### config.mk
export PLATFORM = sky130hd
export DESIGN_NAME = multicycle_ctrl
export DESIGN_NICKNAME = d
export VERILOG_FILES = /design/src/rtl/multicycle_ctrl.sv
export SDC_FILE = /design/constraint.sdc
export NUM_CORES = 1
export LEC_CHECK = 0
export BUFFER_PORTS_ARGS = -buffer_cell sky130_fd_sc_hd__buf_2
export CAP_MARGIN = 25
export CORE_AREA = 5 5 42 44
export DETAILED_ROUTE_END_ITERATION = 16
export DIE_AREA = 0 0 47 49
export PLACE_DENSITY = 0.78
export SYNTH_ARGS = -nofsm -noshare
export SYNTH_HDL_FRONTEND = slang
export SYNTH_SLANG_ARGS = --single-unit
### constraint.sdc
create_clock -name clk -period 2.65 [get_ports clk]
set_input_delay 0 -clock clk [delete_from_list [all_inputs] [get_ports clk]]
set_output_delay 0 -clock clk [all_outputs]
set_load 0.02 [all_outputs]
### src/rtl/multicycle_ctrl.sv
// Multicycle processor control FSM: Moore datapath controls with Mealy IRWrite/PCEn/IllegalOp.
// Optional memory wait states (MEM_WAIT) and extended opcode decode (EXT_ISA).
module multicycle_ctrl #(
   parameter int MEM_WAIT = 1,
   parameter int EXT_ISA  = 1
) (
   input  logic       clk,
   input  logic       reset,
   input  logic [5:0] Op,
   input  logic       Zero,
   input  logic       MemReady,
   output logic       IorD,
   output logic       MemWrite,
   output logic       MemtoReg,
   output logic       IRWrite,
   output logic       RegDst,
   output logic       RegWrite,
   output logic       ALUSrcA,
   output logic [1:0] ALUSrcB,
   output logic [1:0] ALUOp,
   output logic [1:0] PCSrc,
   output logic       MemReq,
   output logic       PCEn,
   output logic       IllegalOp,
   output logic [3:0] State
);

   typedef enum logic [3:0] {
      S_FETCH  = 4'd0,
      S_DECODE = 4'd1,
      S_MEMADR = 4'd2,
      S_MEMRD  = 4'd3,
      S_MEMWB  = 4'd4,
      S_MEMWR  = 4'd5,
      S_EXEC   = 4'd6,
      S_RTEND  = 4'd7,
      S_BEQ    = 4'd8,
      S_BNE    = 4'd9,
      S_ADDIEX = 4'd10,
      S_ADDIWB = 4'd11,
      S_JUMP   = 4'd12
   } state_t;

   localparam logic [5:0] OP_LW   = 6'b100011;
   localparam logic [5:0] OP_SW   = 6'b101011;
   localparam logic [5:0] OP_RTYP = 6'b000000;
   localparam logic [5:0] OP_BEQ  = 6'b000100;
   localparam logic [5:0] OP_BNE  = 6'b000101;
   localparam logic [5:0] OP_ADDI = 6'b001000;
   localparam logic [5:0] OP_J    = 6'b000010;

   localparam bit WAIT_EN = (MEM_WAIT != 0);
   localparam bit EXT_EN  = (EXT_ISA != 0);

   state_t state, state_nxt;

   logic rdy;
   logic pc_write, pc_write_cond, pc_write_cond_n;
   logic ir_write, reg_write, mem_write, mem_req, illegal_op;

   assign rdy = WAIT_EN ? MemReady : 1'b1;

   always_ff @(posedge clk) begin
      if (reset) state <= S_FETCH;
      else       state <= state_nxt;
   end

   always_comb begin
      state_nxt       = S_FETCH;
      IorD            = 1'b0;
      mem_write       = 1'b0;
      MemtoReg        = 1'b0;
      ir_write        = 1'b0;
      RegDst          = 1'b0;
      reg_write       = 1'b0;
      ALUSrcA         = 1'b0;
      ALUSrcB         = 2'b00;
      ALUOp           = 2'b00;
      PCSrc           = 2'b00;
      mem_req         = 1'b0;
      pc_write        = 1'b0;
      pc_write_cond   = 1'b0;
      pc_write_cond_n = 1'b0;
      illegal_op      = 1'b0;
      case (state)
         S_FETCH: begin
            mem_req   = 1'b1;
            ALUSrcB   = 2'b01;
            ir_write  = rdy;
            pc_write  = rdy;
            state_nxt = rdy ? S_DECODE : S_FETCH;
         end
         S_DECODE: begin
            ALUSrcB = 2'b11;
            if (Op == OP_LW || Op == OP_SW)  state_nxt = S_MEMADR;
            else if (Op == OP_RTYP)          state_nxt = S_EXEC;
            else if (Op == OP_BEQ)           state_nxt = S_BEQ;
            else if (EXT_EN && Op == OP_BNE)  state_nxt = S_BNE;
            else if (EXT_EN && Op == OP_ADDI) state_nxt = S_ADDIEX;
            else if (EXT_EN && Op == OP_J)    state_nxt = S_JUMP;
            else begin
               state_nxt  = S_FETCH;
               illegal_op = 1'b1;
            end
         end
         S_MEMADR: begin
            ALUSrcA = 1'b1;
            ALUSrcB = 2'b10;
            if (Op == OP_LW)      state_nxt = S_MEMRD;
            else if (Op == OP_SW) state_nxt = S_MEMWR;
            else                  state_nxt = S_FETCH;
         end
         S_MEMRD: begin
            IorD      = 1'b1;
            mem_req   = 1'b1;
            state_nxt = rdy ? S_MEMWB : S_MEMRD;
         end
         S_MEMWB: begin
            reg_write = 1'b1;
            MemtoReg  = 1'b1;
         end
         S_MEMWR: begin
            IorD      = 1'b1;
            mem_req   = 1'b1;
            mem_write = 1'b1;
            state_nxt = rdy ? S_FETCH : S_MEMWR;
         end
         S_EXEC: begin
            ALUSrcA   = 1'b1;
            ALUOp     = 2'b10;
            state_nxt = S_RTEND;
         end
         S_RTEND: begin
            RegDst    = 1'b1;
            reg_write = 1'b1;
         end
         S_BEQ: begin
            ALUSrcA       = 1'b1;
            ALUOp         = 2'b01;
            PCSrc         = 2'b01;
            pc_write_cond = 1'b1;
         end
         S_BNE: begin
            ALUSrcA         = 1'b1;
            ALUOp           = 2'b01;
            PCSrc           = 2'b01;
            pc_write_cond_n = 1'b1;
         end
         S_ADDIEX: begin
            ALUSrcA   = 1'b1;
            ALUSrcB   = 2'b10;
            state_nxt = S_ADDIWB;
         end
         S_ADDIWB: begin
            reg_write = 1'b1;
         end
         S_JUMP: begin
            PCSrc    = 2'b10;
            pc_write = 1'b1;
         end
         default: state_nxt = S_FETCH;
      endcase
   end

   // Side-effecting strobes are suppressed while reset is held, whatever the state.
   assign PCEn      = ~reset & (pc_write | (pc_write_cond & Zero) | (pc_write_cond_n & ~Zero));
   assign IRWrite   = ~reset & ir_write;
   assign RegWrite  = ~reset & reg_write;
   assign MemWrite  = ~reset & mem_write;
   assign MemReq    = ~reset & mem_req;
   assign IllegalOp = ~reset & illegal_op;
   assign State     = state;

endmodule
Yosys cells after proc, flatten, opt, wreduce, memory -nomap -nowiden. Index checks and enable logic that the tools add are counted.

Register bits after elaboration: 4. Latch bits: 0. RAM bits: 0. ROM bits: 0. Output and inout port bits: 20. Word-level logic and storage cells: 73. Memories kept: 0.

Add/subtract/negate cells: 0. $mul: 0. Divide/modulo/power cells: 0. Magnitude comparators: 0. Equal/unequal tests: 18. Shifts and indexed selects: 0. Muxes and demuxes: 33. Bitwise gates (word level): 12. Reductions and logical operators: 9.

Operators with widths (count): $pmux W4 S7 (1); $mux W4 (6); $eq A4 B4 Y1 const B (5); $mux W1 (18); $eq A4 B3 Y1 const B (4); $eq A6 B3 Y1 const B (2); $eq A6 B6 Y1 const B (2); $mux W3 (4); $and A1 B1 Y1 (8); $eq A4 B2 Y1 const B (2); $pmux W2 S2 (2); $eq A6 B2 Y1 const B (1); $eq A6 B4 Y1 const B (1); $logic_not A6 Y1 (1); $pmux W2 S3 (1); $reduce_or A2 Y1 (3); $reduce_or A3 Y1 (2); $reduce_or A5 Y1 (1); $eq A4 B1 Y1 const B (1); $logic_not A4 Y1 (1); $not A1 Y1 (2); $or A1 B1 Y1 (2); $pmux W1 S2 (1); $logic_or A1 B1 Y1 (1).

Longest topological paths before layout. Gate-level depths: netlist of the first run.

Word-level depth: 9. Depth in mapped cells: 6. Gate-level depth less buffers: 4.

Least setup slack after synthesis of the first run. No wires, ideal clock.

Path type: register to output. Start point: register state[2], in the netlist State[2]. End point: output port RegWrite. Data arrival time: 1.842 ns. Path slack: 0.808 ns. Cell stages (with the launch flop): 6. Path buffers: 1. Path through: dfxtp_1 -> buf_2 -> nand2b_1 -> nor3_1 -> nor2_1 -> nor2_1.

Cells in the longest elaborated chain, start to end: 4. Elaborated cells between the ends (all ways): 6.

Ends and longest elaborated chain: from (decl) (RTL line 55) `state_t state, state_nxt;`; from (signal assigned) (RTL line 65) `else state <= state_nxt;`; $eq A4 B4 Y1 / $eq A4 B3 Y1 (equally long branches) (RTL line 85) `case (state)`; $reduce_or A3 Y1 (no source line) (*); $mux W1 (*) (RTL line 85); $and A1 B1 Y1 (*) (RTL line 168) `assign RegWrite = ~reset & reg_write;`; to (decl) (RTL line 17) `output logic RegWrite,`.

Mark *: on every way between the ends. The rest lies on a longest branch, timed or not.

Final worst setup path of the first run.
Start point: register state[0], in the netlist State[0]. End point: output port IllegalOp.

Cells in the longest elaborated chain, start to end: 3.

Ends and longest elaborated chain: $eq A4 B1 Y1 (RTL line 85); $mux W1 (RTL line 85); $and A1 B1 Y1 (RTL line 171) `assign IllegalOp = ~reset & illegal_op;`; to (decl) (RTL line 24) `output logic IllegalOp,`.

No other way between the ends.

==> flow_metrics.env, run 1 <==
export IMPL_grt_usage_pct=13.9
export IMPL_synth_edf_count=0
export IMPL_grt_remaining_overflow=0
export IMPL_die_y_um=49
export IMPL_grt_max_degree=20
export IMPL_path_buf_inv=1
export IMPL_cts_buffers=3
export IMPL_area_growth_pct=27.2
export IMPL_dp_worst_setup_slack_ps=909
export IMPL_synth_top_flop_cell="dfxtp_1"
export IMPL_post_cts_resize_count=0
export IMPL_finalCritPeriodShare_pct=75.7
export IMPL_async_reset_ff_share_pct=0
export IMPL_arrival_ps=2010
export IMPL_cts_max_level=1
export IMPL_wl_per_cell_um=12.1
export IMPL_grt_pass1_vias=652
export IMPL_detail_route_antenna_nets=0
export IMPL_hold_path_endpoint="State[3]$_SDFF_PP0_"
export IMPL_avgSynthCellArea_um2=6.46
export IMPL_drive_above_1_share_pct=30.8
export IMPL_synth_commonest_cells="nor2_1 (12), nor3_1 (12), a21oi_1 (9)"
export IMPL_hold_violations=0
export IMPL_cts_root_buf="clkbuf_4"
export IMPL_via_per_inst=5.69
export IMPL_gp_congestion=0.815
export IMPL_clock_sinks=4
export IMPL_fin_tns_setup_ps=0
export IMPL_tightest_slew_ps=544
export IMPL_report_final_slew_viol_count=0
export IMPL_ios=30
export IMPL_r2r_cells=4
export IMPL_synth_top_area_share_pct=13.6
export IMPL_dr_first_iter_drc_count=16
export IMPL_synth_largest_area_cell="dfxtp_1"
export IMPL_rsz0062_at_grt="false"
export IMPL_end_kind="output pin"
export IMPL_netlist_instances=91
export IMPL_worstPathMaxFanout=18
export IMPL_die_w_um=47
export IMPL_syn_nets=101
export IMPL_clk_latency_ps=230
export IMPL_worst_slack_ps=643
export IMPL_hold_start="Op[4]"
export IMPL_crit_type="flip-flop to output pin"
export IMPL_rrSetupSlack_ps=880
export IMPL_setup_viol=0
export IMPL_fmax_mhz=498
export IMPL_status="finished clean"
export IMPL_synth_ff_latch_count=4
export IMPL_maxCapViolations=0
export IMPL_die_area_um2=2300
export IMPL_vias=757
export IMPL_grt_pass1_wl_mm=2.56
export IMPL_cts_clk_slew_worst_paths_ps=40
export IMPL_clock_skew_ps=3.38
export IMPL_synth_seq_area_share_pct=13.6
export IMPL_leakagePower_nw=0.349
export IMPL_coreArea_um2=1400
export IMPL_synth_cell_types=34
export IMPL_drc=0
export IMPL_holdPathStages=4
export IMPL_crit_required_ps=2650
export IMPL_path_cells="nand2b_1 > a211oi_1 > nand2_1 > nor3_1 > buf_2"
export IMPL_largest_reg_flops=4
export IMPL_initial_utilization_pct=42.0
export IMPL_post_cts_buffers=0
export IMPL_r2r_start="State[0]$_SDFF_PP0_"
export IMPL_cts_tree="done"
export IMPL_antenna_found_initial=0
export IMPL_startpoint_type="flip-flop"
export IMPL_io_buffer_count=29
export IMPL_drtPass1Iterations=4
export IMPL_period_needed_ps=2010
export IMPL_ys_top_cells_by_area="dfxtp_1 (14%), nor3_1 (10%), a21oi_1 (7.7%)"
export IMPL_r2r_end="State[0]$_SDFF_PP0_"
export IMPL_clock_path_buffers=2
export IMPL_cp_top_family="flip-flops"
export IMPL_cts_hold_buf=0
export IMPL_num_rows=14
export IMPL_power_density_nw_per_um2=268
export IMPL_final_nets=129
export IMPL_slowest_stage="dfxtp_1"
export IMPL_routed_wl_mm=1.60
export IMPL_yosys_warnings=0
export IMPL_hpwl_mm=1.26
export IMPL_n_antenna_cell=0
export IMPL_slew_headroom_pct=63.7
export IMPL_netlist_area_um2=588
export IMPL_ir_drop_uv=222
export IMPL_crit_path_max_incr_delay_ps=610
export IMPL_hold_path_class="primary input to flip-flop"
export IMPL_finish_utilization_pct=53.4
[tightest hold or removal path: stages]
cell and delay [ps]:
buf_2 120, nor2_1 50, nand4b_1 80, a21oi_1 70
[cell families (layout without fill, tap and decap cells)]
logic type	after synthesis	count (layout)	synth area share, %
AO/OA/AOI/OAI	23	23	25.3
XOR/XNOR	2	2	2.98
buffers and inverters	9	35	6.59
flip-flops	4	4	13.6
AND/OR/NAND/NOR	53	53	51.5
[metrics by stage]
stage / total power [mW] / hold WS, ps / area (um2) / instances
after global placement: 0.125 / 359 / 726 / 130
after detailed placement: 0.127 / 374 / 726 / 130
after global routing: 0.214 / 168 / 748 / 133
after CTS: 0.200 / 141 / 748 / 133
final: 0.201 / 141 / 748 / 133
after floorplan: 0.103 / 79.1 / 588 / 91
[cell type report]
cell class,instances,area [um2]
Clock buffer,3,22.5
Fill cell,140,653
Multi-Input combinational cell,78,469
Tap cell,16,20.0
Timing Repair Buffer,29,145
Sequential cell,4,80.1
Inverter,3,11.3
[cells in the final DEF (no fill, tap or decap), types with 2 or more instances in the layout]
master	n
buf_2	29
nor2_1	12
nor3_1	12
a21oi_1	9
nand2b_1	6
dfxtp_1	4
nand2_1	4
inv_1	3
nor2b_1	3
or3_1	3
and3b_1	3
clkbuf_4	3
a21o_1	2
a211oi_1	2
o21ai_0	2
nand4_1	2
a2bb2oi_1	2
[where the power goes]
part	total (mW)	internal (mW)	switching (mW)
clock	0.0750	0.0506	0.0244
sequential	0.0666	0.0618	0.00486
combinational	0.0591	0.0247	0.0344
[worst max-delay path by stage]
| stage | startpoint | to | slack [ps] | cells after the start |
|---|---|---|---|---|
| after floorplan | State[2]$_SDFF_PP0_ | RegWrite | 810 | 5 |
| after global placement | State[0]$_SDFF_PP0_ | IllegalOp | 1010 | 5 |
| after detailed placement | State[0]$_SDFF_PP0_ | IllegalOp | 910 | 5 |
| after CTS | State[0]$_SDFF_PP0_ | IllegalOp | 660 | 5 |
| after global routing | State[0]$_SDFF_PP0_ | IllegalOp | 500 | 5 |
| final | State[0]$_SDFF_PP0_ | IllegalOp | 640 | 5 |
[per-layer routing]
| layer | wire [um] | part of all wire (%) | vias up | global-route usage, % |
|---|---|---|---|---|
| li1 | - | - | 384 | - |
| met1 | 651 | 41 | 341 | 16.7 |
| met2 | 796 | 50 | 32 | 25.1 |
| met3 | 156 | 9.7 | 0 | 1.48 |
| met4 | 0 | 0 | 0 | 2.76 |
| met5 | 0 | 0 | - | 0 |
(Power assumes the default switching activity.)
==> run 2, diff against run 1 <==
Settings changed: CORE_AREA 5 5 42 44 to default, CORE_MARGIN from default to 5, CORE_UTILIZATION from default to 44, DIE_AREA 0 0 47 49 to default.
Clock period 2.65 ns to 1.9 ns, I/O delays scaled along.
==> flow_metrics.env, run 2 (synthesis results as in run 1) <==
export IMPL_status="finished clean"
export IMPL_final_common_cell="buf_2"
export IMPL_cts_tree="done"
export IMPL_arrival_ps=1710
export IMPL_grt_pass1_wl_mm=2.84
export IMPL_finalCritPeriodShare_pct=89.8
export IMPL_tightest_slew_ps=461
export IMPL_clock_skew_ps=2.60
export IMPL_crit_path_max_incr_delay_ps=400
export IMPL_grt_use_met1_pct=20.4
export IMPL_startpoint_type="flip-flop"
export IMPL_hold_path_class="primary input to flip-flop"
export IMPL_fin_tns_setup_ps=0
export IMPL_vias=781
export IMPL_via_per_inst=5.74
export IMPL_rsz0062_at_grt="false"
export IMPL_fin_cells=136
export IMPL_report_final_slew_viol_count=0
export IMPL_drc=0
export IMPL_mostFrequentLayoutCells="buf_2 (29), nor2_1 (12), nor3_1 (12), a21oi_1 (9), nand2b_1 (6)"
export IMPL_post_cts_buffers=0
export IMPL_hold_violations=0
export IMPL_drive_above_1_share_pct=33.1
export IMPL_setup_viol=0
export IMPL_hpwl_mm=1.31
export IMPL_clock_sinks=4
export IMPL_gp_congestion=0.846
export IMPL_power_density_nw_per_um2=372
export IMPL_slew_headroom_pct=69.1
export IMPL_cts_clk_slew_worst_paths_ps=40
export IMPL_grt_pass1_vias=679
export IMPL_die_w_um=46.6
export IMPL_dp_cells=133
export IMPL_grt_busiest_layer="met2"
export IMPL_post_cts_resize_count=0
export IMPL_detail_route_antenna_nets=0
export IMPL_drtPass1Iterations=4
export IMPL_met3_usage_pct=1.56
export IMPL_cts_max_level=1
export IMPL_die_area_um2=2170
export IMPL_ir_drop_uv=242
export IMPL_largest_reg_flops=4
export IMPL_ios=30
export IMPL_initial_utilization_pct=45.8
export IMPL_dr_first_iter_drc_count=14
export IMPL_coreArea_um2=1280
export IMPL_io_buffer_count=29
export IMPL_leakagePower_nw=0.371
export IMPL_clock_path_buffers=2
export IMPL_fmax_mhz=586
export IMPL_antenna_found_initial=0
export IMPL_crit_required_ps=1900
export IMPL_hold_ws_ps=112
export IMPL_period_needed_ps=1710
export IMPL_grt_max_degree=19
export IMPL_worstPathMaxFanout=4
export IMPL_path_cells="or2_2 > a211oi_1 > nand2_1 > nor3_1 > buf_2"
export IMPL_n_antenna_cell=0
export IMPL_num_rows=13
export IMPL_cts_hold_buf=0
export IMPL_fill_cells=135
export IMPL_end_kind="output pin"
export IMPL_final_nets=133
export IMPL_maxCapViolations=0
export IMPL_grtUsageMet2_pct=32.1
export IMPL_clk_latency_ps=240
export IMPL_wl_per_cell_um=12.8
export IMPL_grt_usage_pct=17.5
export IMPL_cts_root_buf="clkbuf_4"
export IMPL_cts_buffers=3
export IMPL_grt_remaining_overflow=0
export IMPL_slowest_stage="a211oi_1"
export IMPL_area_growth_pct=32.1
export IMPL_routed_wl_mm=1.74
export IMPL_die_y_um=46.6
export IMPL_crit_type="flip-flop to output pin"
run 2: worst max-delay path: cells and delay by family, from the launching register on:
| family | cells | cell delay (ps) |
|---|---|---|
| DFF | 1 | 300 |
| AOI/OAI and AO/OA | 1 | 400 |
| and+or+nand+nor | 3 | 590 |
| buffers and inverters | 1 | 190 |
run 2: metal layers:
metal / part of all wire (%) / wire [um] / up-vias
li1: - / - / 401
met1: 44 / 758 / 350
met2: 48 / 833 / 28
met3: 7.6 / 132 / 2
met4: 0.52 / 9 / 0
met5: 0 / 0 / -
run 2: cell type report:
cell class	count	area, um2	share of cell area [%]
Inverter	3	11.3	1.45
Multi-Input combinational cell	78	469	60.4
Timing Repair Buffer	33	175	22.5
Clock buffer	3	22.5	2.90
Sequential cell	4	80.1	10.3
Tap cell	15	18.8	2.42
run 2: path summary, 6_finish.rpt:
kind                       start                  end  slack (ps)  cells after the start
max          State[3]$_SDFF_PP0_            IllegalOp         190                      5
min                        Op[4]  State[3]$_SDFF_PP0_         110                      4
max reg2reg  State[3]$_SDFF_PP0_  State[0]$_SDFF_PP0_         430                      4
min reg2reg  State[3]$_SDFF_PP0_  State[1]$_SDFF_PP0_         710                      3
run 2: metrics by stage:
step,total power [mW],cell area [um2],util (%),worst slack [ps]
global placement,0.178,754,58.7,491
finish,0.289,777,60.5,194
detailed placement,0.180,754,58.7,456
global route,0.300,777,60.5,69.3
CTS,0.286,777,60.5,211
floorplan,0.143,588,-,58.2
run 2: power breakdown:
group	total, mW	internal [mW]	leakage, nW	switching, mW
clock network	0.111	0.0710	0.0138	0.0396
logic	0.0919	0.0367	0.325	0.0552
registers	0.0869	0.0861	0.0325	0.000746
